### src/rtl/morse_char_sequencer.sv
// ---------------------------------------------------------------------------
// morse_char_sequencer
//
// Purpose:
//   Converts ASCII characters, delivered over a valid/ready handshake, into
//   Morse on/off timing on a single LED pin. Owns the unit-time prescaler and
//   the element/gap state machine. Sits between a character source (UART,
//   ROM walker) and the board LED.
//
//   Letters A-Z / a-z (folded to upper case) and digits 0-9 are keyed.
//   Space (0x20) produces 4 units of silence on top of the 3-unit character
//   gap that already followed the previous character, making a 7-unit word
//   gap. Any other code is accepted, produces no output and raises a
//   one-cycle err pulse.
//
// Configuration:
//   MORSE_FIFO_EN  when defined, a 4-entry input FIFO decouples the source
//                  from the keyer (in_ready = !full, one turnaround cycle
//                  between characters). When undefined the block has no
//                  storage and in_ready = (state == IDLE).
//
// Parameters:
//   UNIT_DIV  clocks per Morse unit (>= 2)
//   DIV_W     prescaler width, 2**DIV_W >= UNIT_DIV
//
// Ports:
//   clk       in   sole clock, rising edge
//   rst       in   asynchronous active-high reset
//   in_data   in   [7:0] ASCII character
//   in_valid  in   in_data valid
//   in_ready  out  block accepts in_data this cycle
//   abort     in   synchronous cancel of current character (and queue)
//   led       out  Morse output, 1 = mark (registered)
//   busy      out  high while keying (or queue non-empty), registered
//   err       out  one-cycle pulse: unsupported character dropped
// ---------------------------------------------------------------------------
module morse_char_sequencer #(
   parameter int UNIT_DIV = 2000000,
   parameter int DIV_W    = 22
) (
   input  logic       clk,
   input  logic       rst,
   input  logic [7:0] in_data,
   input  logic       in_valid,
   output logic       in_ready,
   input  logic       abort,
   output logic       led,
   output logic       busy,
   output logic       err
);

   typedef enum logic [2:0] {
      IDLE  = 3'd0,
      MARK  = 3'd1,
      EGAP  = 3'd2,
      CGAP  = 3'd3,
      SPACE = 3'd4
   } state_t;

   localparam logic [DIV_W-1:0] DIV_LAST    = DIV_W'(UNIT_DIV - 1);
   localparam logic [7:0]       ASCII_SPACE = 8'h20;

   // Encode table: returns {supported, len[2:0], pat[4:0]}.
   // pat is LSB first (bit 0 is the first element), bit value 1 = dash.
   function automatic logic [8:0] encode(input logic [7:0] c);
      logic [7:0] u;
      logic [8:0] r;
      u = c;
      if (c >= 8'h61 && c <= 8'h7A) begin
         u = c - 8'h20;
      end
      case (u)
         8'h41:   r = {1'b1, 3'd2, 5'b00010}; // A .-
         8'h42:   r = {1'b1, 3'd4, 5'b00001}; // B -...
         8'h43:   r = {1'b1, 3'd4, 5'b00101}; // C -.-.
         8'h44:   r = {1'b1, 3'd3, 5'b00001}; // D -..
         8'h45:   r = {1'b1, 3'd1, 5'b00000}; // E .
         8'h46:   r = {1'b1, 3'd4, 5'b00100}; // F ..-.
         8'h47:   r = {1'b1, 3'd3, 5'b00011}; // G --.
         8'h48:   r = {1'b1, 3'd4, 5'b00000}; // H ....
         8'h49:   r = {1'b1, 3'd2, 5'b00000}; // I ..
         8'h4A:   r = {1'b1, 3'd4, 5'b01110}; // J .---
         8'h4B:   r = {1'b1, 3'd3, 5'b00101}; // K -.-
         8'h4C:   r = {1'b1, 3'd4, 5'b00010}; // L .-..
         8'h4D:   r = {1'b1, 3'd2, 5'b00011}; // M --
         8'h4E:   r = {1'b1, 3'd2, 5'b00001}; // N -.
         8'h4F:   r = {1'b1, 3'd3, 5'b00111}; // O ---
         8'h50:   r = {1'b1, 3'd4, 5'b00110}; // P .--.
         8'h51:   r = {1'b1, 3'd4, 5'b01011}; // Q --.-
         8'h52:   r = {1'b1, 3'd3, 5'b00010}; // R .-.
         8'h53:   r = {1'b1, 3'd3, 5'b00000}; // S ...
         8'h54:   r = {1'b1, 3'd1, 5'b00001}; // T -
         8'h55:   r = {1'b1, 3'd3, 5'b00100}; // U ..-
         8'h56:   r = {1'b1, 3'd4, 5'b01000}; // V ...-
         8'h57:   r = {1'b1, 3'd3, 5'b00110}; // W .--
         8'h58:   r = {1'b1, 3'd4, 5'b01001}; // X -..-
         8'h59:   r = {1'b1, 3'd4, 5'b01101}; // Y -.--
         8'h5A:   r = {1'b1, 3'd4, 5'b00011}; // Z --..
         8'h30:   r = {1'b1, 3'd5, 5'b11111}; // 0 -----
         8'h31:   r = {1'b1, 3'd5, 5'b11110}; // 1 .----
         8'h32:   r = {1'b1, 3'd5, 5'b11100}; // 2 ..---
         8'h33:   r = {1'b1, 3'd5, 5'b11000}; // 3 ...--
         8'h34:   r = {1'b1, 3'd5, 5'b10000}; // 4 ....-
         8'h35:   r = {1'b1, 3'd5, 5'b00000}; // 5 .....
         8'h36:   r = {1'b1, 3'd5, 5'b00001}; // 6 -....
         8'h37:   r = {1'b1, 3'd5, 5'b00011}; // 7 --...
         8'h38:   r = {1'b1, 3'd5, 5'b00111}; // 8 ---..
         8'h39:   r = {1'b1, 3'd5, 5'b01111}; // 9 ----.
         default: r = 9'd0;
      endcase
      return r;
   endfunction

   state_t           state;
   state_t           next_state;
   logic [1:0]       unit_cnt;
   logic [DIV_W-1:0] presc;
   logic             tick;
   logic [4:0]       pat_reg;
   logic [2:0]       len_reg;

   logic [7:0]       src_char;
   logic             take;
   logic [8:0]       code;
   logic             code_ok;
   logic [2:0]       code_len;
   logic [4:0]       code_pat;
   logic             is_space;
   logic [1:0]       mark_last;

   logic             load_char;
   logic             shift_elem;
   logic             err_next;
   logic             busy_next;

`ifdef MORSE_FIFO_EN
   logic [7:0] fifo_mem [4];
   logic [1:0] wr_ptr;
   logic [1:0] rd_ptr;
   logic [2:0] fifo_count;
   logic [2:0] fifo_count_next;
   logic       push;
   logic       pop;

   // The keyer pulls from the queue head whenever it is idle; abort wins
   // over both push and pop so nothing sneaks in on the flush cycle.
   assign in_ready  = (fifo_count != 3'd4);
   assign push      = in_valid && in_ready && !abort;
   assign pop       = (state == IDLE) && (fifo_count != 3'd0) && !abort;
   assign take      = pop;
   assign src_char  = fifo_mem[rd_ptr];
   assign busy_next = (next_state != IDLE) || (fifo_count_next != 3'd0);

   // Occupancy after this cycle's push/pop, or empty on abort.
   always_comb begin
      fifo_count_next = fifo_count;
      if (abort) begin
         fifo_count_next = 3'd0;
      end else begin
         case ({push, pop})
            2'b10:   fifo_count_next = fifo_count + 3'd1;
            2'b01:   fifo_count_next = fifo_count - 3'd1;
            default: fifo_count_next = fifo_count;
         endcase
      end
   end

   // Storage array is write-only from the push side and needs no reset.
   always_ff @(posedge clk) begin
      if (push) begin
         fifo_mem[wr_ptr] <= in_data;
      end
   end

   // Queue pointers and occupancy.
   always_ff @(posedge clk or posedge rst) begin
      if (rst) begin
         wr_ptr     <= 2'd0;
         rd_ptr     <= 2'd0;
         fifo_count <= 3'd0;
      end else begin
         fifo_count <= fifo_count_next;
         if (abort) begin
            wr_ptr <= 2'd0;
            rd_ptr <= 2'd0;
         end else begin
            if (push) begin
               wr_ptr <= wr_ptr + 2'd1;
            end
            if (pop) begin
               rd_ptr <= rd_ptr + 2'd1;
            end
         end
      end
   end
`else
   assign in_ready  = (state == IDLE);
   assign take      = in_valid && in_ready && !abort;
   assign src_char  = in_data;
   assign busy_next = (next_state != IDLE);
`endif

   assign code      = encode(src_char);
   assign code_ok   = code[8];
   assign code_len  = code[7:5];
   assign code_pat  = code[4:0];
   assign is_space  = (src_char == ASCII_SPACE);

   // Prescaler is held at zero in IDLE, so the first unit after leaving
   // IDLE is always a full UNIT_DIV clocks.
   assign tick      = (state != IDLE) && (presc == DIV_LAST);

   // A dot ends on the first unit tick, a dash on the third.
   assign mark_last = pat_reg[0] ? 2'd2 : 2'd0;

   // Next-state logic. Element bookkeeping (load/shift) is requested here
   // and carried out in the register block.
   always_comb begin
      next_state = state;
      load_char  = 1'b0;
      shift_elem = 1'b0;
      err_next   = 1'b0;
      if (abort) begin
         next_state = IDLE;
      end else begin
         case (state)
            IDLE: begin
               if (take) begin
                  if (is_space) begin
                     next_state = SPACE;
                  end else if (code_ok) begin
                     next_state = MARK;
                     load_char  = 1'b1;
                  end else begin
                     err_next = 1'b1;
                  end
               end
            end
            MARK: begin
               if (tick && (unit_cnt == mark_last)) begin
                  if (len_reg > 3'd1) begin
                     next_state = EGAP;
                     shift_elem = 1'b1;
                  end else begin
                     next_state = CGAP;
                  end
               end
            end
            EGAP: begin
               if (tick) begin
                  next_state = MARK;
               end
            end
            CGAP: begin
               if (tick && (unit_cnt == 2'd2)) begin
                  next_state = IDLE;
               end
            end
            SPACE: begin
               if (tick && (unit_cnt == 2'd3)) begin
                  next_state = IDLE;
               end
            end
            default: begin
               next_state = IDLE;
            end
         endcase
      end
   end

   // State, timing counters, element shifter and registered outputs.
   // led and busy are taken from next_state so they change in the same
   // cycle as the state they describe.
   always_ff @(posedge clk or posedge rst) begin
      if (rst) begin
         state    <= IDLE;
         unit_cnt <= 2'd0;
         presc    <= '0;
         pat_reg  <= 5'd0;
         len_reg  <= 3'd0;
         led      <= 1'b0;
         busy     <= 1'b0;
         err      <= 1'b0;
      end else begin
         state <= next_state;

         if (next_state != state) begin
            unit_cnt <= 2'd0;
         end else if (tick) begin
            unit_cnt <= unit_cnt + 2'd1;
         end

         if (abort || (state == IDLE) || (presc == DIV_LAST)) begin
            presc <= '0;
         end else begin
            presc <= presc + DIV_W'(1);
         end

         if (load_char) begin
            pat_reg <= code_pat;
            len_reg <= code_len;
         end else if (shift_elem) begin
            pat_reg <= {1'b0, pat_reg[4:1]};
            len_reg <= len_reg - 3'd1;
         end

         led  <= (next_state == MARK);
         busy <= busy_next;
         err  <= err_next;
      end
   end

endmodule
### config.mk
export PLATFORM = sky130hd
export DESIGN_NAME = morse_char_sequencer
export DESIGN_NICKNAME = d
export VERILOG_FILES = /design/src/rtl/morse_char_sequencer.sv
export SDC_FILE = /design/constraint.sdc
export NUM_CORES = 1
export LEC_CHECK = 0
export ABC_AREA = 0
export BUFFER_PORTS_ARGS = -buffer_cell sky130_fd_sc_hd__buf_4
export CORE_UTILIZATION = 65
export CTS_BUF_LIST = sky130_fd_sc_hd__clkbuf_4
export DETAILED_ROUTE_END_ITERATION = 10
export PLACE_DENSITY_LB_ADDON = 0.25
export SLEW_MARGIN = 20
export SYNTH_ARGS = -nofsm -noshare
export SYNTH_HDL_FRONTEND = slang
export SYNTH_SLANG_ARGS = --single-unit
### constraint.sdc
create_clock -name clk -period 4.9 [get_ports clk]
set_clock_uncertainty 0.2 [all_clocks]
set_input_delay 1.47 -clock clk [delete_from_list [all_inputs] [get_ports clk]]
set_output_delay 1.47 -clock clk [all_outputs]
set_load 0.02 [all_outputs]
# Yosys cells after proc, flatten, opt, wreduce, memory -nomap -nowiden
# Memory sizes are Yosys's and may differ from the RTL's.
# Cells that the tools add are included.
totals:
  output_inout_bits: 4
  romBits: 1152
  wordCells: 76
  in_bits: 12
  register_bits: 38
  n_memories: 1
mem_list:
  columns: ["memory", "words", "width", "rd", "rd_clocked_by_memory_dff", "wr", "line_no", "text"]
  rows:
  - ["(name not given)", 128, 9, 1, 0, 0, "72", "case (u)"]
classes:
  n_reduce_logical: 15
  muxes: 34
  n_addsub: 4
  eq_ne: 11
  order_cmp: 3
ops:
  columns: ["operator", "count"]
  rows:
  - ["two-way mux 3 bit", 10]
  - ["adder 22 x 1 -> 22 bit (second input constant)", 1]
  - ["equality test 22 x 21 -> 1 bit (second input constant)", 1]
  - ["two-way mux 22 bit", 1]
  - ["two-way mux 1 bit", 15]
  - ["one-hot mux 3 bit (5 select lines)", 1]
  - ["two-way mux 5 bit", 2]
  - ["two-way mux 9 bit", 1]
  - ["equality test 8 x 6 -> 1 bit (second input constant)", 1]
  - [">= comparator 8 x 7 -> 1 bit (second input constant)", 1]
  - ["less-or-equal comparator 8 x 7 -> 1 bit (second input constant)", 1]
  - ["two-way mux 8 bit", 1]
  - ["subtractor 8 x 6 -> 8 bit (second input constant)", 1]
  - ["logical AND 1 bit", 7]
  - ["equality test 3 x 1 -> 1 bit (second input constant)", 2]
  - ["equality test 3 x 2 -> 1 bit (second input constant)", 2]
  - ["two-way mux 2 bit", 3]
  - ["nonzero test 3 bit", 2]
  - ["equality test 2 bit (second input constant)", 2]
  - ["nonzero test 2 bit", 2]
  - ["equality test 3 bit (second input constant)", 1]
  - ["greater-than comparator 3 x 1 -> 1 bit (second input constant)", 1]
  - ["zero test 3 bit", 1]
  - ["inequality test 3 bit", 1]
  - ["5 further kinds", 6]

# Longest topological paths before layout
# Gate-level depths: netlist of the first run.
# An unclocked memory read counts as a cell.
logic_depth:
  ltp_word: 12
  ltp_mapped: 9
  depth_no_buf: 9

# Worst setup path before layout of the first run
# Ideal clock, no wire load.
synth_timing:
  kind: "input to register"
  from: "input port in_data[0]"
  to: "register len_reg[2]"
  slack_ps: 1251
  setup_time_ps: 128
  arrival_time_ps: 3321
  required_ps: 4572
  path_buffers: 0
  stages: 8
  cell_sequence: "inv_1 -> ha_1 -> or4b_4 -> nor2_4 -> nor3_2 -> or3_4 -> nor2_4 -> mux2_1"
synth_between:
  elab_chain_cells: 11
  elab_cells_between_ends: 15
  classes_between: "1 x add/sub; 2 x order compare; 1 x eq/ne; 8 x mux; 2 x reduce/logical; 1 x memory"
synth_lines:
  columns: ["item", "line_no", "text"]
  rows:
  - ["from (decl)", "43", "input logic [7:0] in_data,"]
  - [">= comparator 8 x 7 -> 1 bit / less-or-equal comparator 8 x 7 -> 1 bit (equally long branches)", "69", "if (c >= 8'h61 && c <= 8'h7A) begin"]
  - ["logical AND 1 bit", "69", null]
  - ["two-way mux 8 bit", "69", null]
  - ["memory read (128 x 9 bit)", null, null]
  - ["two-way mux 9 bit", "72", null]
  - ["two-way mux 1 bit", "231", "end else if (code_ok) begin"]
  - ["two-way mux 1 bit", "229", "if (is_space) begin"]
  - ["two-way mux 1 bit", "228", "if (take) begin"]
  - ["two-way mux 1 bit", "226", "case (state)"]
  - ["two-way mux 1 bit", "223", "if (abort) begin"]
  - ["two-way mux 3 bit / nonzero test 2 bit (equally long branches)", null, null]
  - ["to (signal assigned)", "301", "len_reg <= code_len;"]
  - ["to (signal assigned)", "304", "len_reg <= len_reg - 3'd1;"]
  - ["to (decl)", "120", "logic [2:0] len_reg;"]
# Several ways; a longest one is shown, not always the timed one.
# A chain may end at the register's enable or synchronous reset.

# Final worst setup path of the first run
# Same ends and word-level chain as after synthesis.

==> flow_metrics.tcl, run 1 <==
set metrics [dict create \
    status "completed" \
    slew_viol_final 0 \
    io-pin-count 16 \
    ir_worst_vdd_v 0.000127 \
    routabilityCongestion 0.901 \
    drv_cap 0 \
    startpoint_type "primary input" \
    clkSinkCount 38 \
    ys_async_sr_fraction_pct 100 \
    syn_nets 342 \
    cpPeakStageDelay_ps 520 \
    synth_cell_types 63 \
    synthesis.area_um2 2790 \
    start_util_pct 68.7 \
    htree_num_levels 2 \
    postLayoutCellArea_um2 2990 \
    seq_area_um2 951 \
    grt_pass1_vias 2176 \
    ys_seq_area_share_pct 34.1 \
    vias 2367 \
    setup_slack_ps 1270 \
    die-area_um2 4550 \
    setup_viol 0 \
    io_buffers 15 \
    clockRootBuffer "clkbuf_4" \
    dp_slack_ps 940 \
    drt-initial-drc-count 134 \
    place_hpwl_um 4200 \
    holdBufCountCts 0 \
    largest_reg_flops 22 \
    crit_top_cell "nor2_4" \
    grt_start_max_net_pins 32 \
    cts_buffer_depth 2 \
    critical_path_class "primary input to flip-flop" \
    synth-main-ff-cell "dfrtp_1" \
    syn_area_per_cell_um2 8.82 \
    yosysTopAreaCellShare_pct 34.1 \
    endpoint_kind "flip-flop" \
    nets 353 \
    p_per_area_nw_per_um2 229 \
    rsz0062_at_grt "no" \
    path_delay_family "simple AND/OR/NAND/NOR gates" \
    grt_usage_pct 27.9 \
    nFillCells 299 \
    leakage_nw 1.21 \
    yosys_warnings 0 \
    synth-edff-count 0 \
    wire_per_inst_um 15.2 \
    yosys-top-cells-count "dfrtp_1, nor2_1, nand2_1" \
    drc 0 \
    min_path_type "flip-flop to flip-flop" \
    cts_setup_buffers 0 \
    row_count 23 \
    syn2layout_area_growth_pct 7.27 \
    path_buf_inv 2 \
    die-height_um 67.5 \
    netlist_top_cells_area "dfrtp_1, ha_1, nor2_1" \
    viasPerCell 6.28 \
    fin_crit_ps 3630 \
    antenna_found_initial 0 \
    grt.overflow.total 0 \
    crit_chain "buf_4, inv_1, ha_1, or4b_4, nor2_4, nor3_2, or3_4, nor2_4, mux2_1" \
    synth.most_common_cell "dfrtp_1" \
    tightest_slew_ps 715 \
    postRouteWirelength_um 5730 \
    drtAntennaViolNets 0 \
    synth_seq_cells 38 \
    diodes 0 \
    drive_above_1_share_pct 13.5 \
    crit_fanout 7 \
    timing.fmax_ghz 0.275 \
    critPathArrivalTime_ps 3650 \
    dr.pass1.iters 4 \
    place_area_um2 2920 \
    multi_input_area_um2 1730 \
    synth.largest_area_cell "dfrtp_1" \
    final_hold_viol_count 0 \
    finalCritPeriodShare_pct 74.2 \
    cts_inserted_buffers 5 \
    cts_tree "done" \
    fin_setup_tns_ps 0 \
    ctsResizeCount 0 \
    core_um2 4060 \
    grt_pass1_wl_um 9580 \
    required_ps 4910 \
    path_clk_slew_ps 110 \
    die_w_um 67.5 \
    syn_inst 316 \
    relSlewSlack_pct 52.4 \
    slowest_stage "or4b_4" \
    clock_latency_ps 350 \
]
-- cell families (layout without fill, tap and decap cells) --
kind of cell / Yosys count / in the layout / synth area share [%]
xor+xnor: 23 / 23 / 7.23
simple gates: 132 / 132 / 26.2
flops: 38 / 38 / 34.1
mux: 8 / 8 / 2.92
buf+inv: 27 / 38 / 3.99
fa+ha+maj: 14 / 14 / 6.28
compound gates: 74 / 74 / 19.3
-- final cells by class --
class / instances / area share [%]
Clock buffer: 5 / 1.26
Inverter: 14 / 1.76
Multi-Input combinational cell: 251 / 57.7
Tap cell: 50 / 2.09
Clock inverter: 2 / 1.13
Sequential cell: 38 / 31.8
Timing Repair Buffer: 17 / 4.27
-- layout by cell type (no fill, tap or decap), drive strengths merged, types with 6 or more instances in the layout --
cell,count
a211oi,6
a21oi,17
buf,17
dfrtp,38
ha,14
inv,14
mux2i,7
nand2,22
nand3,15
nor2,38
nor3,12
o211ai,6
o21ai,13
or2,6
or3,6
xnor2,11
xor2,12
-- per-layer routing --
metal	wire (µm)	vias up	track usage, %
met4	70	0	9.31
met3	206	8	4.56
met2	2840	64	46.9
li1	-	1172	-
met5	0	-	0
met1	2610	1123	36.0
-- path summary, 6_finish.rpt --
check                                         from                endpoint  slack, ps  cells after the start
worst min register to register  presc[0]$_DFF_PP0_      presc[0]$_DFF_PP0_        290                      1
worst max register to register  presc[0]$_DFF_PP0_  len_reg[2]$_DFFE_PP0P_       2160                      8
worst max-delay path                    in_data[0]  len_reg[2]$_DFFE_PP0P_       1270                      9
max in group asynchronous                      rst  len_reg[2]$_DFFE_PP0P_       2940                      3
worst min-delay path            presc[0]$_DFF_PP0_      presc[0]$_DFF_PP0_        290                      1
min in group asynchronous                      rst      presc[2]$_DFF_PP0_        850                      2
-- report_power, final --
part | leakage (nW) | internal (mW) | switching [mW]
clock | 0.0387 | 0.103 | 0.102
combinational | 0.648 | 0.0595 | 0.0774
sequential | 0.522 | 0.330 | 0.0134
total | 1.21 | 0.493 | 0.193
-- through the flow --
step,power (mW),std cells,util [%],hold slack [ps]
floorplan,0.447,316,-,248
global placement,0.481,370,71.9,272
detailed placement,0.483,370,71.9,280
CTS,0.690,377,73.7,297
global route,0.721,377,73.7,337
finish,0.685,377,73.7,295
(Power assumes the default switching activity.)
==> inputs of run 2 (changes only) <==
--- a/config.mk
+++ b/config.mk
@@ -5,9 +5,9 @@
 export SDC_FILE = /design/constraint.sdc
 export NUM_CORES = 1
 export LEC_CHECK = 0
-export ABC_AREA = 0
+export ABC_AREA = 1
 export BUFFER_PORTS_ARGS = -buffer_cell sky130_fd_sc_hd__buf_4
-export CORE_UTILIZATION = 65
+export CORE_UTILIZATION = 57
 export CTS_BUF_LIST = sky130_fd_sc_hd__clkbuf_4
 export DETAILED_ROUTE_END_ITERATION = 10
 export PLACE_DENSITY_LB_ADDON = 0.25
==> constraint.sdc (replaced) <==
create_clock -name clk -period 3.2 [get_ports clk]
set_clock_uncertainty 0.2 [all_clocks]
set_input_delay 0.96 -clock clk [delete_from_list [all_inputs] [get_ports clk]]
set_output_delay 0.96 -clock clk [all_outputs]
set_load 0.02 [all_outputs]
==> flow_metrics.tcl, run 2 <==
set metrics [dict create \
    status "completed" \
    wire_per_inst_um 12.8 \
    leakage_nw 1.47 \
    syn_area_per_cell_um2 7.13 \
    utilization_pct 65.7 \
    cts_tree "done" \
    critPathArrivalTime_ps 2730 \
    drt-initial-drc-count 180 \
    min_path_type "flip-flop to flip-flop" \
    fin_crit_ps 2640 \
    die-height_um 72.1 \
    endpoint_kind "flip-flop" \
    viasPerCell 5.55 \
    io-pin-count 16 \
    clkPwrFrac_pct 36.8 \
    diodes 0 \
    crit_fanout 10 \
    synthesis.area_um2 2800 \
    hold_slack_ps 295 \
    syn2layout_area_growth_pct 10.8 \
    syn_inst 393 \
    synth_seq_cells 38 \
    p_per_area_nw_per_um2 371 \
    largest_reg_flops 22 \
    io_buffers 15 \
    drive_above_1_share_pct 15.7 \
    die_w_um 72.1 \
    reg2reg_slack_ps 840 \
    yosys-top-cells-count "nand2_1, inv_1, nor2_1" \
    clockRootBuffer "clkbuf_4" \
    slew_viol_final 0 \
    rsz0062_at_grt "no" \
    tightest_slew_ps 472 \
    layout_commonest_cell "nand2_1" \
    setup_viol 0 \
    netlist_top_cells_area "dfrtp_1, nand2_1, inv_1" \
    die-area_um2 5200 \
    start_util_pct 59.3 \
    postRouteWirelength_um 6170 \
    netSwitchingPower_mw 0.325 \
    grt_pass1_vias 2410 \
    crit_chain "buf_4, inv_1, ha_1, nand2_2, nand3_2, nand3_2, nand2_2, nand2_1, nand2_1, nand4_4, nand3_2, nand2_2, nand2_1, nand3_1, nor2_1" \
    dr.pass1.iters 5 \
    ir_worst_vdd_v 0.000300 \
    power_frac_comb_pct 17.7 \
    place_hpwl_um 4690 \
    clock_latency_ps 360 \
    cpPeakStageDelay_ps 250 \
    drc 0 \
    startpoint_type "primary input" \
    cts_buffer_depth 2 \
    ys_async_sr_fraction_pct 100 \
    grt_start_max_net_pins 39 \
    synth.largest_area_cell "dfrtp_1" \
    final_hold_viol_count 0 \
    htree_num_levels 2 \
    ctsResizeCount 0 \
    p_int_mw 0.826 \
    yosysTopAreaCellShare_pct 34.0 \
    drv_cap 0 \
    holdBufCountCts 0 \
    row_count 25 \
    core_um2 4720 \
    synth_cell_types 44 \
    routabilityCongestion 0.996 \
    ys_seq_area_share_pct 34.0 \
    yosys_warnings 0 \
    finalCritPeriodShare_pct 82.4 \
    clkSinkCount 38 \
    share_seq_of_total_power_pct 45.5 \
    timing.fmax_ghz 0.379 \
    required_ps 3300 \
    grt_pass1_wl_um 10400 \
    slowest_stage "ha_1" \
    nets 439 \
    relSlewSlack_pct 68.6 \
    antenna_found_initial 0 \
    final_cell_mix "nand2_1, inv_1, nor2_1" \
    grt_usage_pct 25.7 \
    critical_path_class "primary input to flip-flop" \
    cts_inserted_buffers 5 \
    fin_setup_tns_ps 0 \
    grt.overflow.total 0 \
    cts_setup_buffers 0 \
    switching_share_pct 28.2 \
    drtAntennaViolNets 0 \
    syn_nets 419 \
    path_clk_slew_ps 130 \
    synth.most_common_cell "nand2_1" \
    vias 2671 \
    synth-main-ff-cell "dfrtp_1" \
    synth-edff-count 0 \
]
[run 2: power by group through the flow]
stage	Combinational (mW)	Sequential, mW	Clock [mW]
final	0.204	0.523	0.423
after global routing	0.227	0.525	0.447
after CTS	0.200	0.523	0.427
after detailed placement	0.199	0.532	0
after global placement	0.195	0.532	0
after floorplan	0.141	0.531	0
[run 2: logic make-up after synthesis]
family / Yosys count / share of synthesized area [%]
compound gates: 67 / 13.7
xor+xnor: 3 / 0.939
fa+ha+maj: 14 / 6.26
buf+inv: 67 / 9.34
flops: 38 / 34.0
simple gates: 204 / 35.8
[run 2: critical path, delay by kind of cell]
family                     cells  cell delay, ps
adders and majority gates      1             250
buffers and inverters          2             270
and+or+nand+nor               12            1250
[run 2: worst paths after layout]
check	startpoint	endpoint	cells past startpoint
max in group asynchronous	rst	err$_DFF_PP0_	3
worst max-delay path	in_data[0]	unit_cnt[1]$_DFFE_PP0P_	15
min in group asynchronous	rst	presc[15]$_DFF_PP0_	3
worst max register to register	presc[0]$_DFF_PP0_	pat_reg[4]$_DFFE_PP0P_	14
worst min-delay path	pat_reg[4]$_DFFE_PP0P_	pat_reg[3]$_DFFE_PP0P_	2
worst min register to register	pat_reg[4]$_DFFE_PP0P_	pat_reg[3]$_DFFE_PP0P_	2
[run 2: per-layer routing]
layer	share of wire, %	GRT usage (%)	vias to the layer above
met3	6.9	5.56	26
met5	0	0	-
met2	45	40.6	106
met4	3.5	12.6	0
li1	-	-	1336
met1	44	33.6	1203
[run 2: area by class of cell]
class / count / area [µm²]
tap: 67 / 83.8
clock buffer: 5 / 37.5
clock inverter: 3 / 68.8
multi-input combinational: 288 / 1590
fill: 417 / 1620
sequential: 38 / 951
inverter: 61 / 231
timing repair buffer: 19 / 143
[run 2: stage by stage]
stage / total power [mW] / cell area [µm²] / cells / setup WS (ps)
detailed placement: 0.731 / 3000 / 473 / 212
finish: 1.15 / 3100 / 481 / 564
global placement: 0.727 / 3000 / 473 / 307
global route: 1.20 / 3100 / 481 / 387
floorplan: 0.672 / 2800 / 393 / 503
CTS: 1.15 / 3100 / 481 / 588
